--- src/rtl/spic_arbiter.sv ---
// Round-robin arbiter that feeds instructions from NREQ requesters into a
// pipelined SPI master (one staged + one in-flight slot) and routes results back.

package spic_pkg;
  parameter int INSTR_SIZE   = 32;
  parameter int DWIDTH       = 8;
  parameter int S_ADDR_WIDTH = 8;
endpackage

module spic_arbiter
  import spic_pkg::*;
#(
  parameter int NREQ    = 4,
  parameter int TIMEOUT = 1024
) (
  input  logic                       clk,
  input  logic                       rst_n,
  input  logic [NREQ-1:0]            req_valid,
  input  logic [NREQ*INSTR_SIZE-1:0] req_instr,
  output logic [NREQ-1:0]            req_ready,
  output logic [NREQ-1:0]            rsp_valid,
  output logic [DWIDTH-1:0]          rsp_data,
  output logic                       rsp_write,
  input  logic [1:0]                 cfg_in,
  input  logic                       driver_read,
  input  logic [DWIDTH-1:0]          spi_slv_read_data,
  output logic                       master_en,
  output logic [INSTR_SIZE-1:0]      driver_data,
  output logic [1:0]                 driver_cfg,
  output logic                       timeout_err
);

  localparam int PW   = $clog2(NREQ);
  localparam int WW   = $clog2(TIMEOUT + 1);
  localparam int WBIT = INSTR_SIZE - S_ADDR_WIDTH - 2;

  typedef enum logic {IDLE = 1'b0, RUN = 1'b1} state_e;

  state_e                  state_q, state_d;
  logic                    master_en_q, master_en_d;
  logic [INSTR_SIZE-1:0]   drv_data_q, drv_data_d;
  logic [1:0]              drv_cfg_q, drv_cfg_d;
  logic                    stg_vld_q, stg_vld_d;
  logic [PW-1:0]           stg_own_q, stg_own_d;
  logic                    inf_vld_q, inf_vld_d;
  logic [PW-1:0]           inf_own_q, inf_own_d;
  logic                    inf_wr_q, inf_wr_d;
  logic [PW-1:0]           ptr_q, ptr_d;
  logic [NREQ-1:0]         rsp_valid_q, rsp_valid_d;
  logic [DWIDTH-1:0]       rsp_data_q, rsp_data_d;
  logic                    rsp_write_q, rsp_write_d;
  logic [WW-1:0]           wd_q, wd_d;
  logic                    err_q, err_d;

  logic                    accept, close, grant_ok, gnt_any;
  logic [PW-1:0]           gnt_idx, idx;

  // Handshake: req_ready[i] is a one-hot grant; requester i's instruction is
  // consumed at the rising edge where req_valid[i] && req_ready[i]. The SPI
  // master consumes driver_data at every edge where driver_read && master_en.
  assign accept   = driver_read && (state_q == RUN);
  assign close    = accept && !stg_vld_q;
  assign grant_ok = !close && ((state_q == IDLE) || !stg_vld_q || accept);

  always_comb begin
    gnt_any = 1'b0;
    gnt_idx = ptr_q;
    idx     = '0;
    for (int k = 1; k <= NREQ; k++) begin
      idx = PW'((int'(ptr_q) + k) % NREQ);
      if (!gnt_any && req_valid[idx]) begin
        gnt_any = 1'b1;
        gnt_idx = idx;
      end
    end
    if (!grant_ok) gnt_any = 1'b0;
  end

  assign req_ready = (gnt_any && rst_n) ? (NREQ'(1) << gnt_idx) : '0;

  always_comb begin
    state_d     = state_q;
    drv_data_d  = drv_data_q;
    drv_cfg_d   = drv_cfg_q;
    stg_vld_d   = stg_vld_q;
    stg_own_d   = stg_own_q;
    inf_vld_d   = inf_vld_q;
    inf_own_d   = inf_own_q;
    inf_wr_d    = inf_wr_q;
    ptr_d       = ptr_q;
    rsp_valid_d = '0;
    rsp_data_d  = rsp_data_q;
    rsp_write_d = rsp_write_q;

    if (accept && inf_vld_q) begin
      rsp_valid_d = NREQ'(1) << inf_own_q;
      rsp_write_d = inf_wr_q;
      rsp_data_d  = inf_wr_q ? '0 : spi_slv_read_data;
    end

    if (accept) begin
      if (stg_vld_q) begin
        inf_vld_d = 1'b1;
        inf_own_d = stg_own_q;
        inf_wr_d  = drv_data_q[WBIT];
        stg_vld_d = 1'b0;
      end else begin
        inf_vld_d = 1'b0;
        state_d   = IDLE;
      end
    end

    if (gnt_any) begin
      stg_vld_d  = 1'b1;
      stg_own_d  = gnt_idx;
      drv_data_d = req_instr[int'(gnt_idx)*INSTR_SIZE +: INSTR_SIZE];
      ptr_d      = gnt_idx;
      if (state_q == IDLE) begin
        state_d   = RUN;
        drv_cfg_d = cfg_in;
      end
    end

    master_en_d = (state_d == RUN);

    // Watchdog saturates at TIMEOUT; the error flag is sticky until reset.
    if ((state_q == RUN) && !accept)
      wd_d = (wd_q == WW'(TIMEOUT)) ? wd_q : wd_q + 1'b1;
    else
      wd_d = '0;
    err_d = err_q || (wd_d == WW'(TIMEOUT));
  end

  always_ff @(posedge clk or negedge rst_n) begin
    if (!rst_n) begin
      state_q     <= IDLE;
      master_en_q <= 1'b0;
      drv_data_q  <= '0;
      drv_cfg_q   <= 2'b00;
      stg_vld_q   <= 1'b0;
      stg_own_q   <= '0;
      inf_vld_q   <= 1'b0;
      inf_own_q   <= '0;
      inf_wr_q    <= 1'b0;
      ptr_q       <= PW'(NREQ - 1);
      rsp_valid_q <= '0;
      rsp_data_q  <= '0;
      rsp_write_q <= 1'b0;
      wd_q        <= '0;
      err_q       <= 1'b0;
    end else begin
      state_q     <= state_d;
      master_en_q <= master_en_d;
      drv_data_q  <= drv_data_d;
      drv_cfg_q   <= drv_cfg_d;
      stg_vld_q   <= stg_vld_d;
      stg_own_q   <= stg_own_d;
      inf_vld_q   <= inf_vld_d;
      inf_own_q   <= inf_own_d;
      inf_wr_q    <= inf_wr_d;
      ptr_q       <= ptr_d;
      rsp_valid_q <= rsp_valid_d;
      rsp_data_q  <= rsp_data_d;
      rsp_write_q <= rsp_write_d;
      wd_q        <= wd_d;
      err_q       <= err_d;
    end
  end

  assign master_en   = master_en_q;
  assign driver_data = drv_data_q;
  assign driver_cfg  = drv_cfg_q;
  assign rsp_valid   = rsp_valid_q;
  assign rsp_data    = rsp_data_q;
  assign rsp_write   = rsp_write_q;
  assign timeout_err = err_q;

endmodule

--- config.mk ---
export PLATFORM = sky130hd
export DESIGN_NAME = spic_arbiter
export DESIGN_NICKNAME = d
export VERILOG_FILES = /design/src/rtl/spic_arbiter.sv
export SDC_FILE = /design/constraint.sdc
export NUM_CORES = 1
export LEC_CHECK = 0
export BUFFER_PORTS_ARGS = -buffer_cell sky130_fd_sc_hd__buf_2
export CAP_MARGIN = 10
export CELL_PAD_IN_SITES_DETAIL_PLACEMENT = 0
export CELL_PAD_IN_SITES_GLOBAL_PLACEMENT = 1
export CORE_AREA = 5 5 96 143
export CTS_BUF_LIST = sky130_fd_sc_hd__clkbuf_4
export DETAILED_ROUTE_END_ITERATION = 12
export DIE_AREA = 0 0 101 148
export MAX_ROUTING_LAYER = met4
export PLACE_DENSITY_LB_ADDON = 0.1
export RECOVER_POWER = 25
export SYNTH_ARGS = -nofsm -noshare
export SYNTH_HDL_FRONTEND = slang
export SYNTH_SLANG_ARGS = --single-unit
--- constraint.sdc ---
create_clock -name clk -period 2.2 [get_ports clk]
set_clock_uncertainty 0.15 [all_clocks]
set_input_delay 0.44 -clock clk [delete_from_list [all_inputs] [get_ports clk]]
set_output_delay 0.44 -clock clk [all_outputs]
set_load 0.005 [all_outputs]
==> impl_metrics.tcl, run 1 <==
set metrics [dict create \
    synth_edf_count 0 \
    tritoncts "built" \
    route.vias.total 4404 \
    layout-drive-gt1-share_pct 43.0 \
    numCtsBuffers 9 \
    clk_pin_slew_ns 0.13 \
    grt_max_degree 70 \
    async_flop_share_pct 100 \
    antenna_left 0 \
    pin_count 198 \
    relSlewSlack_pct -18.1 \
    cts.sinks 69 \
    dp_hpwl_um 10400 \
    detail_route.drc_violations 0 \
    hp-class "input port to register" \
    synth_cell_types 43 \
    setup.worst_path.end_class "output pin" \
    yosysWarnings 0 \
    chipHeight_um 148 \
    die-area_mm2 0.0149 \
    start_util_pct 32.4 \
    clk_latency_ns 0.43 \
    multi_input_area_mm2 0.00213 \
    cts_hold_buf 0 \
    arrival_ns 1.84 \
    vdd_drop_max_mv 0.470 \
    synth.net_count 626 \
    cts_buffer_depth 2 \
    violations "capacitance limit, slew limit, setup timing" \
    powerDensity_mw_per_mm2 1020 \
    antenna_found_initial 2 \
    worstPathMaxFanout 3 \
    syn_inst 479 \
    first_pass_iters 4 \
    grtUsageTotal_pct 20.5 \
    worst_slack_ns -0.226 \
    fin_nets 844 \
    port_buffers 197 \
    p_leak_nw 2.86 \
    die_width_um 101 \
    final.period_utilization_pct 110 \
    ys_seq_elements 69 \
    syn_area_mm2 0.00400 \
    gp_congestion 0.848 \
    cap_violations 1 \
    cp.required_ns 1.61 \
    avgSynthCellArea_um2 8.35 \
    syn_to_final_growth_pct 48.7 \
    post-route-min-period_ns 2.43 \
    wl_per_cell_um 19.0 \
    clock.fmax_mhz 412 \
    htreeDepth 3 \
    root_buffer "clkbuf_4" \
    std_cell_rows 50 \
    overflow 0 \
    finalHoldViolations 0 \
    setup_violations 14 \
    grt_pass1_vias 4463 \
    fillers 1254 \
    drt-initial-drc-count 132 \
    timing.hold.ws_ns 0.0924 \
    status "complete, but fails checks" \
    grt_pass1_wl_um 23000 \
    crit_type "register to output pin" \
    start_kind "register" \
    wl_um 16400 \
    post-place-ws_ns -0.186 \
    worstMarginPinSlew_ns 1.77 \
    finalMaxSlewViolations 70 \
    fin_util_pct 48.2 \
    vias_per_cell 5.12 \
    coreArea_mm2 0.0123 \
    synth_top_flop_cell "dfrtp_1" \
    ff_latch_area_mm2 0.00173 \
    synth_seq_area_share_pct 43.3 \
    rsz0062_at_grt "yes" \
    rrSetupSlack_ns -0.06 \
]
-- registers in the layout, indices dropped and copies added, names as in the netlist --
register	flops
ptr_q	2
master_en	1
rsp_data	8
stg_own_q	2
timeout_err	1
rsp_write	1
wd_q	11
stg_vld_q	1
inf_vld_q	1
rsp_valid	4
driver_data	32
driver_cfg	2
inf_wr_q	1
inf_own_q	2
-- where the power goes --
group	internal [mW]	switching [mW]
Combinational	1.61	1.63
Clock	0.340	0.503
Sequential	1.71	0.282
Total	3.66	2.42
-- layout by cell type, fill, tap and decap left out, types with 9 or more instances in the layout --
master and n:
a211oi_1 30, inv_1 40, buf_4 28, o21ai_0 14, nand2_1 83, buf_2 196
clkbuf_4 9, nor2_1 47, a31oi_1 33, a311oi_1 21, a311oi_2 11, nand2b_1 11
dfrtp_1 67
-- logic make-up (layout without fill, tap and decap cells) --
logic type	after synthesis	in the layout	share of synthesized area, %
compound gates	134	134	23.9
xor+xnor	6	6	1.31
fa+ha+maj	2	2	0.626
buf+inv	79	301	8.39
flops	69	69	43.3
mux	8	8	2.22
other cells	0	2	0
simple gates	181	182	20.3
-- worst paths after layout --
check / start / to / cells after the start
max reg2reg: ptr_q[0]$_DFFE_PN1N_ / driver_data[16]$_DFFE_PN0N_ / 9
max in group asynchronous: rst_n / driver_data[14]$_DFFE_PN0N_ / 2
min: req_instr[89] / driver_data[25]$_DFFE_PN0N_ / 3
min reg2reg: timeout_err$_DFF_PN0_ / timeout_err$_DFF_PN0_ / 2
max: ptr_q[0]$_DFFE_PN1N_ / req_ready[1] / 6
min in group asynchronous: rst_n / wd_q[8]$_DFF_PN0_ / 2
-- stage by stage --
step	instances	total power [mW]	TNS, ns	area, um^2
finish	860	6.08	-0.992	5940
global route	860	6.47	-8.01	5940
CTS	840	5.41	-0.807	5510
detailed placement	816	4.32	-4.83	5220
global placement	816	4.28	-3.59	5220
floorplan	479	3.26	0	4000
-- synthesized netlist by cell type, drive strengths merged, types with 2 or more instances --
master   n  area (um^2)
dfrtp   67         1680
nor3b    2         15.0
dfstp    2         52.6
nand2b  12         75.1
ha       2         25.0
a31oi   33          206
nand4    2         18.8
buf     17          103
nor2    48          183
nand3    6         40.0
nor2b    4         25.0
a311oi  32          280
inv     40          150
mux2     7         78.8
a21oi    9         45.0
xnor2    2         17.5
nand2   85          319
clkbuf  22         82.6
o211ai   2         15.0
a211oi  33          253
a21o     3         22.5
and4     2         17.5
or3      4         25.0
xor2     4         35.0
and3     2         12.5
nor4     2         12.5
nor3     9         45.0
o21ai   18         93.8
-- worst max-delay path, cell delays in order (launching register included) --
cell	delay, ns
dfstp_2	0.58
nor2b_2	0.06
buf_4	0.14
o21ai_4	0.19
and3_4	0.25
nor3_1	0.06
buf_2	0.13
-- routing by layer --
layer / global-route usage, % / part of all wire [%] / vias to the layer above
met5: - / 0 / -
met4: 8.25 / 2.6 / 0
met3: 3.26 / 5.6 / 30
met2: 35.4 / 53 / 164
met1: 23.4 / 39 / 2072
li1: - / - / 2138
-- what timing repair did --
action,CTS,global route
endpoints found under the setup margin,36,37
setup buffers,7,8
resized for setup,18,31
pin swaps,8,32
gates cloned,2,10
-- final cells by class --
class	count	area share (%)
inverter	40	2.53
antenna	2	0.0842
timing repair buffer	245	26.9
sequential	69	29.1
tap	156	3.28
multi-input combinational	332	35.9
clock buffer	9	1.14
clock inverter	7	1.12
(Power assumes the default switching activity.)
==> inputs of run 2 (changes only) <==
--- a/config.mk
+++ b/config.mk
@@ -9,10 +9,10 @@
 export CAP_MARGIN = 10
 export CELL_PAD_IN_SITES_DETAIL_PLACEMENT = 0
 export CELL_PAD_IN_SITES_GLOBAL_PLACEMENT = 1
-export CORE_AREA = 5 5 96 143
+export CORE_AREA = 5 5 101 150
 export CTS_BUF_LIST = sky130_fd_sc_hd__clkbuf_4
 export DETAILED_ROUTE_END_ITERATION = 12
-export DIE_AREA = 0 0 101 148
+export DIE_AREA = 0 0 106 155
 export MAX_ROUTING_LAYER = met4
 export PLACE_DENSITY_LB_ADDON = 0.1
 export RECOVER_POWER = 25
==> constraint.sdc (replaced) <==
create_clock -name clk -period 2.1 [get_ports clk]
set_clock_uncertainty 0.15 [all_clocks]
set_input_delay 0.42 -clock clk [delete_from_list [all_inputs] [get_ports clk]]
set_output_delay 0.42 -clock clk [all_outputs]
set_load 0.005 [all_outputs]
==> run 2 against run 1 <==
The run still ends with capacitance limit, slew limit, setup timing left. Cell count is 0.23% higher. Via count is 1.4% lower. Utilization is 7.7 points lower. Sequential power is 5% higher. Sequential share of layout area is 1.9 points higher. Non-clock buffer count is 5 lower.
==> impl_metrics.tcl, run 2 (synthesized netlist as in run 1, its figures left out) <==
set metrics [dict create \
    status "complete, but fails checks" \
    violations "capacitance limit, slew limit, setup timing" \
    clk_pin_slew_ns 0.14 \
    whs_path_depth 3 \
    die-area_mm2 0.0164 \
    drt-initial-drc-count 155 \
    wl_per_cell_um 17.1 \
    setup_violations 4 \
    layout-drive-gt1-share_pct 41.1 \
    antenna_left 0 \
    post-route-min-period_ns 2.29 \
    die_width_um 106 \
    min_to "driver_data[9]$_DFFE_PN0N_" \
    finalMaxSlewViolations 70 \
    coreArea_mm2 0.0138 \
    finalHoldViolations 0 \
    grt_pass1_wl_um 22700 \
    htreeDepth 3 \
    worst_slack_ns -0.191 \
    worstReg2RegStart "ptr_q[0]$_DFFE_PN1N_" \
    r2r_end "driver_data[21]$_DFFE_PN0N_" \
    first_pass_iters 4 \
    fin_nets 838 \
    powerDensity_mw_per_mm2 982 \
    root_buffer "clkbuf_4" \
    rsz0062_at_grt "yes" \
    final_cell_mix "196 x buf_2, 84 x nand2_1, 65 x dfrtp_1" \
    grt_pass1_vias 4543 \
    grtUsageTotal_pct 17.9 \
    grt.busiest_layer "met2" \
    vdd_drop_max_mv 0.415 \
    hp-class "input port to register" \
    clk_latency_ns 0.42 \
    relSlewSlack_pct -20.3 \
    dpl.cell_count 833 \
    p_leak_nw 2.72 \
    clock.fmax_mhz 437 \
    wl_um 14800 \
    setup.worst_path.end_class "output pin" \
    fin_area_mm2 0.00560 \
    std_cell_rows 53 \
    rrSetupSlack_ns 0.02 \
    crit_start "ptr_q[0]$_DFFE_PN1N_" \
    use_met2_pct 32.2 \
    cp.required_ns 1.53 \
    stdcell_count 862 \
    arrival_ns 1.72 \
    cts_buffer_depth 2 \
    hp-start "req_instr[105]" \
    numCtsBuffers 9 \
    use_met1_pct 20.2 \
    cts.sinks 69 \
    syn_to_final_growth_pct 40.0 \
    gp_congestion 0.848 \
    cts_hold_buf 0 \
    dp_hpwl_um 10900 \
    worstMarginPinSlew_ns 1.81 \
    start_kind "register" \
    setup-tns-final_ns -0.733 \
    start_util_pct 29.0 \
    grt_max_degree 70 \
    tritoncts "built" \
    overflow 0 \
    crit_type "register to output pin" \
    vias_per_cell 5.04 \
    dpl_cell_area_mm2 0.00527 \
    pin_count 198 \
    port_buffers 197 \
    worstPathMaxFanout 4 \
    route.vias.total 4344 \
    final_common_cell "buf_2" \
    detail_route.drc_violations 0 \
    antenna_found_initial 1 \
    reg2regPathDepth 7 \
    chipHeight_um 155 \
    largest_reg_flops 32 \
    grtUsageMet3_pct 3.28 \
    final.period_utilization_pct 109 \
    cap_violations 1 \
]
run 2: cell count changes in the layout (fill, tap and decap cells not counted), moves of 3 or more:
cell	before	now
a311oi_1	21	31
clkbuf_4	9	12
a311oi_2	11	1
clkinv_2	4	1
clkbuf_16	8	2
buf_4	28	37
run 2: layout make-up:
| class | instances | area, um^2 |
|---|---|---|
| diodes | 1 | 2.50 |
| clock buffers | 12 | 90.1 |
| clock inverters | 4 | 25.0 |
| fillers | 1522 | 8200 |
| inverters | 40 | 150 |
| multi-input cells | 331 | 2000 |
| flip-flops and latches | 69 | 1730 |
| well taps | 165 | 206 |
| repair buffers | 240 | 1390 |
run 2: metal layers:
metal	up-vias	share of wire (%)	routed length, um
li1	2121	-	-
met3	12	4.6	684
met1	2057	41	6050
met4	0	1.2	174
met5	-	0	0
met2	154	53	7860
run 2: stage by stage:
stage / util, % / hold WS (ns) / setup WS [ns] / power, mW
6_report: 40.6 / 0.0820 / -0.191 / 5.49
4_1_cts: 39.6 / 0.0393 / -0.223 / 5.38
3_3_place_gp: 38.2 / 0.299 / -0.0293 / 4.47
2_1_floorplan: - / -0.0256 / 0.0123 / 3.42
3_5_place_dp: 38.2 / 0.295 / -0.0655 / 4.50
5_1_grt: 40.6 / 0.0434 / -0.303 / 5.92
run 2: worst max-delay path by stage:
stage                                      end  cells after the start
floorplan                         req_ready[1]                      7
global placement                  req_ready[0]                      6
detailed placement  driver_data[6]$_DFFE_PN0N_                      9
CTS                               req_ready[2]                      5
global route                      req_ready[1]                      5
finish                            req_ready[2]                      5
run 2: what timing repair did:
item / CTS / global route
buffers inserted: 6 / 6
pin swaps: 9 / 6
endpoints found under the setup margin: 4 / 34
gates resized for setup: 12 / 14
cloned: 0 / 2
run 2: where the power goes:
part | total [mW] | switching [mW] | internal, mW | leakage (nW)
combinational | 2.63 | 1.38 | 1.25 | 1.84
sequential | 2.09 | 0.301 | 1.79 | 0.818
clock | 0.772 | 0.491 | 0.281 | 0.0650
run 2: worst max-delay path, cell delays in order (launching register included):
cell and delay (ns):
dfstp_2 0.58, nand2b_4 0.14, o21ai_2 0.08, o21a_1 0.22
nor3_1 0.16, buf_2 0.14
==> inputs of run 3 (changes only) <==
--- a/config.mk
+++ b/config.mk
@@ -15,7 +15,6 @@
 export DIE_AREA = 0 0 106 155
 export MAX_ROUTING_LAYER = met4
 export PLACE_DENSITY_LB_ADDON = 0.1
-export RECOVER_POWER = 25
 export SYNTH_ARGS = -nofsm -noshare
 export SYNTH_HDL_FRONTEND = slang
 export SYNTH_SLANG_ARGS = --single-unit
==> constraint.sdc (replaced) <==
create_clock -name clk -period 1.9 [get_ports clk]
set_clock_uncertainty 0.15 [all_clocks]
set_input_delay 0.38 -clock clk [delete_from_list [all_inputs] [get_ports clk]]
set_output_delay 0.38 -clock clk [all_outputs]
set_load 0.005 [all_outputs]
==> run 3 against run 2 <==
The run ends with setup timing left. Flip-flop and latch count unchanged. Clock power is 36% higher. Hold slack got worse by 0.049 ns. Routed wire length is 7.6% higher. Die area unchanged. Register-to-register slack got worse by 0.25 ns. First-iteration DRC count fell by 45%. Sequential power up 11%. Utilization up 5.6 points.
==> impl_metrics.tcl, run 3 (synthesized netlist as in run 1, its figures left out) <==
set metrics [dict create \
    status "complete, but fails checks" \
    violations "setup timing" \
    coreArea_mm2 0.0138 \
    detail_route.drc_violations 0 \
    arrival_ns 1.79 \
    power_mw 6.88 \
    wl_per_cell_um 17.4 \
    layout-drive-gt1-share_pct 45.3 \
    antenna_found_initial 3 \
    crit_path_cell_trace "nor2b_2, o21ai_4, and3_4, nor3_2, buf_2" \
    cts.sinks 69 \
    die-area_mm2 0.0164 \
    gp_congestion 0.827 \
    grtUsageTotal_pct 19.3 \
    grt_pass1_wl_um 24400 \
    max_stage_delay_ns 0.59 \
    grt_pass1_vias 4814 \
    worst_slack_ns -0.424 \
    wl_um 15900 \
    post-route-min-period_ns 2.32 \
    overflow 0 \
    numCtsBuffers 9 \
    cts_buffer_depth 2 \
    syn_to_final_growth_pct 59.4 \
    final.period_utilization_pct 122 \
    grt_max_degree 70 \
    port_buffers 197 \
    clock.fmax_mhz 430 \
    worstMarginPinSlew_ns 0.934 \
    p_leak_nw 3.05 \
    fin_util_pct 46.2 \
    start_util_pct 29.0 \
    setup_violations 35 \
    clk_pin_slew_ns 0.13 \
    crit_path_top_delay_cell "dfstp_2" \
    vias_per_cell 5.02 \
    root_buffer "clkbuf_4" \
    setup.worst_path.end_class "output pin" \
    antenna_left 0 \
    final_cell_mix "196 x buf_2, 83 x nand2_1, 65 x dfrtp_1" \
    drt-initial-drc-count 85 \
    chipHeight_um 155 \
    route.vias.total 4589 \
    pin_count 198 \
    die_width_um 106 \
    final_common_cell "buf_2" \
    relSlewSlack_pct 37.8 \
    powerDensity_mw_per_mm2 1080 \
    first_pass_iters 6 \
    clk_latency_ns 0.44 \
    cp.required_ns 1.37 \
    fillers 1428 \
    htreeDepth 3 \
    dp_hpwl_um 11100 \
    finalMaxSlewViolations 0 \
    tritoncts "built" \
    worstPathMaxFanout 5 \
    hp-class "input port to register" \
    finalHoldViolations 0 \
    crit_type "register to output pin" \
    largest_reg_flops 32 \
    vdd_drop_max_mv 0.493 \
    std_cell_rows 53 \
    cap_violations 0 \
    start_kind "register" \
    fin_nets 888 \
    rsz0062_at_grt "yes" \
]
==> run 3: cell count changes in the layout (fill, tap and decap cells not counted), moves of 4 or more <==
| cell | delta |
|---|---|
| a311oi_1 | -14 |
| a311oi_2 | +14 |
| buf_4 | +14 |
| buf_6 | +7 |
| dlygate4sd3_1 | +24 |
| inv_6 | +4 |
==> run 3: worst paths after layout <==
kind                                             from                     endpoint  slack, ns  cells after the start
worst min-delay path                    req_instr[68]   driver_data[4]$_DFFE_PN0N_       0.03                      3
max in group asynchronous                       rst_n            wd_q[1]$_DFF_PN0_       0.90                      2
min in group asynchronous                       rst_n  driver_data[26]$_DFFE_PN0N_       0.04                      2
worst min register to register  timeout_err$_DFF_PN0_        timeout_err$_DFF_PN0_       0.34                      2
worst max register to register   ptr_q[0]$_DFFE_PN1N_  driver_data[25]$_DFFE_PN0N_      -0.23                      8
worst max-delay path             ptr_q[0]$_DFFE_PN1N_                 req_ready[1]      -0.42                      5
==> run 3: worst max-delay path, delay by kind of cell, from the launching register on <==
family	cells	cell delay (ns)
AO/OA/AOI/OAI	1	0.23
buffers and inverters	1	0.15
AND/OR/NAND/NOR	3	0.40
flip-flops	1	0.59
==> run 3: routing by layer <==
metal / vias up / global-route usage, % / share of wire, %
met5: - / - / 0
met4: 0 / 6.05 / 2.3
met3: 22 / 3.78 / 4.8
met2: 133 / 35.1 / 53
met1: 2212 / 21.0 / 40
li1: 2222 / - / -
==> run 3: layout make-up <==
class / instances / area [um^2] / area share, %
timing repair buffer: 290 / 1960 / 30.7
inverter: 40 / 150 / 2.36
clock inverter: 7 / 77.6 / 1.22
sequential: 69 / 1730 / 27.2
clock buffer: 9 / 67.6 / 1.06
antenna: 4 / 10.0 / 0.157
tap: 165 / 206 / 3.24
multi-input combinational: 331 / 2170 / 34.1
==> run 3: report_power, final <==
| part | internal [mW] | leakage (nW) | switching [mW] |
|---|---|---|---|
| clock | 0.417 | 0.0777 | 0.629 |
| sequential | 1.98 | 0.818 | 0.335 |
| combinational | 1.79 | 2.15 | 1.73 |
| total | 4.19 | 3.05 | 2.70 |
==> run 3: per-stage QoR <==
step                cells  instance area, um^2  setup WS (ns)  setup TNS (ns)  hold slack (ns)
detailed placement    846                 5440         -0.219           -4.96            0.307
finish                915                 6370         -0.424           -6.08           0.0331
global placement      846                 5440         -0.122           -3.45            0.299
global route          914                 6370         -0.531           -9.48          0.00221
floorplan             479                 4040       -0.00508         -0.0102          -0.0656
CTS                   899                 6030         -0.458           -6.16         0.000522
==> run 3: timing repair <==
action	4_1_cts	5_1_grt
hold endpoints to repair	17	0
pin swaps	19	34
resized for setup	25	31
gates cloned	1	5
buffers inserted	14	8
hold buffers	24	0
setup endpoints to repair	38	37
